$ cat src/rtl/joypad_poller.sv
// joypad_poller: sweeps NUM_CH controllers through one shared serial bridge, debounces
// every sample and reports stable state, sticky press/release events and timeouts.
module joypad_poller #(
  parameter int NUM_CH         = 2,
  parameter int BTN_W          = 8,
  parameter int POLL_CYCLES    = 50000,
  parameter int DEBOUNCE       = 2,
  parameter int TIMEOUT_CYCLES = 100000,
  localparam int CH_W  = (NUM_CH > 1) ? $clog2(NUM_CH) : 1,
  localparam int VEC_W = NUM_CH * BTN_W
) (
  input  logic             clk,
  input  logic             rst_n,
  input  logic             enable,
  input  logic             bridge_ready,
  output logic             bridge_start,
  output logic [CH_W-1:0]  bridge_chan,
  input  logic             bridge_valid,
  input  logic [BTN_W-1:0] bridge_data,
  output logic [VEC_W-1:0] state,
  output logic [VEC_W-1:0] pressed_evt,
  output logic [VEC_W-1:0] released_evt,
  input  logic [VEC_W-1:0] evt_clr,
  output logic [NUM_CH-1:0] chan_err,
  output logic             irq
);

  localparam int TMR_W = (POLL_CYCLES > 1) ? $clog2(POLL_CYCLES) : 1;
  localparam int TMO_W = (TIMEOUT_CYCLES > 1) ? $clog2(TIMEOUT_CYCLES) : 1;
  localparam int CNT_W = (DEBOUNCE > 1) ? $clog2(DEBOUNCE) : 1;

  localparam logic [TMR_W-1:0] POLL_MAX = TMR_W'(POLL_CYCLES - 1);
  localparam logic [TMO_W-1:0] TMO_MAX  = TMO_W'(TIMEOUT_CYCLES - 1);
  localparam logic [CNT_W-1:0] CNT_MAX  = CNT_W'(DEBOUNCE - 1);
  localparam logic [CH_W-1:0]  CH_LAST  = CH_W'(NUM_CH - 1);

  typedef enum logic [2:0] {S_IDLE, S_ISSUE, S_WAIT, S_UPDATE, S_NEXT} fsm_t;

  fsm_t             fsm_reg, fsm_next;
  logic [TMR_W-1:0] timer_reg, timer_next;
  logic [TMO_W-1:0] tmo_reg, tmo_next;
  logic [CH_W-1:0]  chan_reg, chan_next;
  logic [BTN_W-1:0] sample_reg, sample_next;
  logic             start_now;
  logic             do_update;
  logic             set_err;

  logic [VEC_W-1:0] state_vec;
  logic [VEC_W-1:0] prev_reg;
  logic [VEC_W-1:0] pressed_reg, pressed_next;
  logic [VEC_W-1:0] released_reg, released_next;
  logic             irq_reg;

  always_ff @(posedge clk or negedge rst_n) begin
    if (!rst_n) begin
      fsm_reg    <= S_IDLE;
      timer_reg  <= '0;
      tmo_reg    <= '0;
      chan_reg   <= '0;
      sample_reg <= '0;
    end else begin
      fsm_reg    <= fsm_next;
      timer_reg  <= timer_next;
      tmo_reg    <= tmo_next;
      chan_reg   <= chan_next;
      sample_reg <= sample_next;
    end
  end

  // The idle timer holds at its terminal count while enable is low, so a
  // stalled poller starts immediately once enable returns.
  always_comb begin
    fsm_next    = fsm_reg;
    timer_next  = timer_reg;
    tmo_next    = tmo_reg;
    chan_next   = chan_reg;
    sample_next = sample_reg;
    start_now   = 1'b0;
    do_update   = 1'b0;
    set_err     = 1'b0;
    case (fsm_reg)
      S_IDLE: begin
        if (timer_reg == POLL_MAX) begin
          chan_next = '0;
          if (enable) fsm_next = S_ISSUE;
        end else begin
          timer_next = timer_reg + 1'b1;
        end
      end
      S_ISSUE: begin
        if (bridge_ready) begin
          start_now = 1'b1;
          tmo_next  = TMO_MAX;
          fsm_next  = S_WAIT;
        end
      end
      S_WAIT: begin
        if (bridge_valid) begin
          sample_next = bridge_data;
          fsm_next    = S_UPDATE;
        end else if (tmo_reg == '0) begin
          set_err  = 1'b1;
          fsm_next = S_NEXT;
        end else begin
          tmo_next = tmo_reg - 1'b1;
        end
      end
      S_UPDATE: begin
        do_update = 1'b1;
        fsm_next  = S_NEXT;
      end
      S_NEXT: begin
        if (chan_reg == CH_LAST) begin
          chan_next  = '0;
          timer_next = '0;
          fsm_next   = S_IDLE;
        end else begin
          chan_next = chan_reg + 1'b1;
          fsm_next  = S_ISSUE;
        end
      end
      default: fsm_next = S_IDLE;
    endcase
  end

  assign bridge_start = start_now;
  assign bridge_chan  = chan_reg;

  genvar gi;
  generate
    for (gi = 0; gi < NUM_CH; gi++) begin : g_ch
      logic [BTN_W-1:0] cand_reg, cand_next;
      logic [CNT_W-1:0] cnt_reg, cnt_next;
      logic [BTN_W-1:0] stable_reg;
      logic             err_reg;
      logic             sel;

      assign sel = (chan_reg == CH_W'(gi));

      always_comb begin
        cand_next = cand_reg;
        cnt_next  = cnt_reg;
        if (sample_reg == cand_reg) begin
          if (cnt_reg != CNT_MAX) cnt_next = cnt_reg + 1'b1;
        end else begin
          cand_next = sample_reg;
          cnt_next  = '0;
        end
      end

      always_ff @(posedge clk or negedge rst_n) begin
        if (!rst_n) begin
          cand_reg   <= '0;
          cnt_reg    <= '0;
          stable_reg <= '0;
          err_reg    <= 1'b0;
        end else if (do_update && sel) begin
          cand_reg <= cand_next;
          cnt_reg  <= cnt_next;
          if (cnt_next == CNT_MAX) stable_reg <= cand_next;
          err_reg  <= 1'b0;
        end else if (set_err && sel) begin
          err_reg <= 1'b1;
        end
      end

      assign state_vec[gi*BTN_W +: BTN_W] = stable_reg;
      assign chan_err[gi]                 = err_reg;
    end
  endgenerate

  // prev_reg differs from state_vec only in the cycle right after a state change.
  always_comb begin
    pressed_next  = (pressed_reg  & ~evt_clr) | (state_vec & ~prev_reg);
    released_next = (released_reg & ~evt_clr) | (~state_vec & prev_reg);
  end

  always_ff @(posedge clk or negedge rst_n) begin
    if (!rst_n) begin
      prev_reg     <= '0;
      pressed_reg  <= '0;
      released_reg <= '0;
      irq_reg      <= 1'b0;
    end else begin
      prev_reg     <= state_vec;
      pressed_reg  <= pressed_next;
      released_reg <= released_next;
      irq_reg      <= |{pressed_next, released_next};
    end
  end

  assign state        = state_vec;
  assign pressed_evt  = pressed_reg;
  assign released_evt = released_reg;
  assign irq          = irq_reg;

endmodule

$ cat config.mk
export PLATFORM = sky130hd
export DESIGN_NAME = joypad_poller
export DESIGN_NICKNAME = d
export VERILOG_FILES = /design/src/rtl/joypad_poller.sv
export SDC_FILE = /design/constraint.sdc
export NUM_CORES = 1
export LEC_CHECK = 0
export ABC_CLOCK_PERIOD_IN_PS = 3980
export CAP_MARGIN = 20
export CORE_MARGIN = 1.5
export CORE_UTILIZATION = 40
export DETAILED_ROUTE_END_ITERATION = 16
export SYNTH_ARGS = -nofsm -noshare
export SYNTH_HDL_FRONTEND = slang
export SYNTH_SLANG_ARGS = --single-unit
$ cat constraint.sdc
create_clock -name clk -period 3.98 [get_ports clk]
set_clock_uncertainty 0.15 [all_clocks]
set_input_delay 0.796 -clock clk [delete_from_list [all_inputs] [get_ports clk]]
set_output_delay 0.796 -clock clk [all_outputs]
set_load 0.02 [all_outputs]
==> impl_metrics.toml <==
[drt]
final_antenna_net_count = 0
firstDrtPassIters = 5
viasPerCell = 5.16
drc = 0
drt-initial-drc-count = 254
vias = 3824
drt-wirelength-per-cell_um = 15.1
drt_wl_total_mm = 11.2

[finish]
final.fill_count = 1150
multiInputGateArea_um2 = 2090
fin_nets = 583
final_util_pct = 53.4
largest_register_ffs = 17
area_growth_pct = 29.1
seqCellArea_um2 = 3200
drive_gt1_share_pct = 15.9
diodes = 0

[global_route]
gr-max-usage-layer = "met2"
grt_usage_pct = 16.5
grt_pass1_wl_mm = 18.6
use_met2_pct = 25.4
grt_overflow_total = 0
global_route.usage.met3_pct = 4.53
grt_start_max_net_pins = 87
grt_use_met1_pct = 22.7
grt_pass1_vias = 3695
antenna_found_initial = 0

[timing]
final.min_clock_period_ns = 3.50
clock.fmax_mhz = 286
tightest_slew_ns = 0.768
drv_slew = 0
setup_tns_ns = 0
rsz0062_at_grt = "no"
setup_violations = 0
relSlewSlack_pct = 48.4
min_period_over_period_pct = 87.9
hold_violations = 0

[clocking]
cts_resized = 0
clk_pin_slew_ns = 0.06
numCtsBuffers = 17
cts_sinks = 128
postCtsSetupRepairBufs = 0
cts_tree = "yes"
cts_buffer_depth = 2
root_buffer = "clkbuf_16"
htree_levels = 4
ctsHoldBuffers = 0
worstSkewPairLatency_ns = 0.41

[synthesis]
seq_area_frac_synth_pct = 58.0
synth_commonest_cells = "128 x dfrtp_1, 41 x mux2_2, 38 x inv_1, 31 x nor2_1, 23 x nor4_1"
ys_dominant_reg_cell = "dfrtp_1"
syn-instance-count = 464
yosysMostFrequentCell = "dfrtp_1"
netlist.area_leader.share_pct = 58.0
syn_area_um2 = 5520
synthDistinctLibCells = 51
yosys_warnings = 0
async_flop_share_pct = 100
syn_nets = 495
syn_area_per_cell_um2 = 11.9
synth-edff-count = 0
synth_area_leader_cell = "dfrtp_1"
ys_top_cells_by_area = "dfrtp_1 58%, mux2_2 8.4%, xor2_1 3.0%"
ys_ff_latch = 128

[pwr]
clkPwrFrac_pct = 37.4
vdd_drop_max_v = 0.000296
pwr-share-seq_pct = 42.0
powerDensity_nw_per_um2 = 593
intPower_mw = 2.99
p_leak_nw = 3.16
power_mw = 4.23
combPwrFrac_pct = 20.6
swShare_pct = 29.3
p_switching_mw = 1.24

[floorplanning]
start_util_pct = 41.4
die_w_um = 121
ios = 82
chipHeight_um = 121
die_area_um2 = 14500
placementRows = 42
fp.coreArea_um2 = 13300

[setup_path]
cp_slowest_cell = "clkdlybuf4s50_1"
path_buf_inv = 3
required_ns = 3.03
critPathCaptureType = "primary output"
max_stage_delay_ns = 0.65
crit_chain = "clkdlybuf4s50_1 -> nand3_1 -> inv_1 -> clkdlybuf4s50_1"
cp_max_fo = 10
cpMostUsedCell = "clkdlybuf4s50_1"
crit_type = "in2out"
critPathArrivalTime_ns = 2.55
cpLargestDelayFamily = "buffers and inverters"
cp-start-kind = "input pin"

[placement]
port_buffers = 81
place_congestion = 0.794
dp_hpwl_mm = 7.92

[hold_path]
hold_path_class = "in2async"

[status]
outcome = "completed"

[run]
drv_cap = 0
==> power groups by stage <==
stage,logic (mW),clock network (mW),registers [mW]
2_1_floorplan,0.626,0,1.75
3_3_place_gp,0.861,0,1.79
3_5_place_dp,0.880,0,1.80
4_1_cts,0.884,1.62,1.78
5_1_grt,0.976,1.68,1.82
6_report,0.872,1.58,1.78
==> per-stage QoR <==
step | instances | hold WS [ns] | area [um^2] | setup slack, ns
after detailed placement | 708 | 0.294 | 6490 | 0.444
after global placement | 708 | 0.294 | 6490 | 0.451
after global routing | 741 | 0.163 | 7130 | 0.321
after floorplan | 464 | 0.312 | 5520 | 1.40
final | 741 | 0.153 | 7130 | 0.480
after CTS | 740 | 0.310 | 7100 | 0.434
==> metal layers <==
layer  vias up  share of wire [%]
met5         -                  0
met2        86                 47
met3        10                4.1
met4         0               0.95
met1      1870                 48
li1       1858                  -
==> layout make-up <==
cell class	count	share of cell area, %
multi-input combinational	282	29.3
tap	176	3.09
sequential	128	44.9
clock inverter	12	2.21
timing repair buffer	85	12.0
clock buffer	20	6.40
inverter	38	2.00
==> cell families (layout without fill, tap and decap cells) <==
group	count (synthesis)	after routing	share of synthesized area (%)
XOR/XNOR	32	32	5.07
adder cells (fa/ha/maj)	2	2	0.453
flip-flops	128	128	58.0
multiplexers	42	42	8.54
buffers and inverters	54	155	4.12
AND/OR/NAND/NOR	131	131	13.8
AO/OA/AOI/OAI	75	75	9.99
==> worst paths after layout <==
path                            slack, ns                         startpoint                   endpoint  depth (start not counted)
worst min-delay path                 0.15                              rst_n      prev_reg[6]$_DFF_PN0_                          1
worst min register to register       0.31  g_ch[0].stable_reg[4]$_DFFE_PN0P_      prev_reg[4]$_DFF_PN0_                          0
min in group clk                     0.31  g_ch[0].stable_reg[4]$_DFFE_PN0P_      prev_reg[4]$_DFF_PN0_                          0
max in group asynchronous            2.62                              rst_n  sample_reg[2]$_DFFE_PN0P_                          3
worst max-delay path                 0.48                       bridge_ready               bridge_start                          4
worst max register to register       1.22             tmo_reg[0]$_DFFE_PN0P_    tmo_reg[13]$_DFFE_PN0P_                          7
==> cell usage in the layout, fill, tap and decap left out, types with 4 or more instances in the layout <==
cell type,Yosys,routed
dfrtp_1,128,128
clkdlybuf4s50_1,0,80
mux2_2,41,41
inv_1,38,38
nor2_1,31,31
nor4_1,23,23
xor2_1,19,19
o2bb2ai_1,17,17
clkbuf_16,0,17
a22o_1,16,16
nand2_1,15,15
xnor2_1,13,13
a21oi_1,11,11
nand3_1,9,9
o21ai_0,8,8
and3_1,7,7
nor3_1,6,6
nand4_1,5,5
or3_1,5,5
a31oi_1,5,5
o21ai_1,4,4
buf_4,2,4
Note: power is estimated with default switching activity, not from simulation.
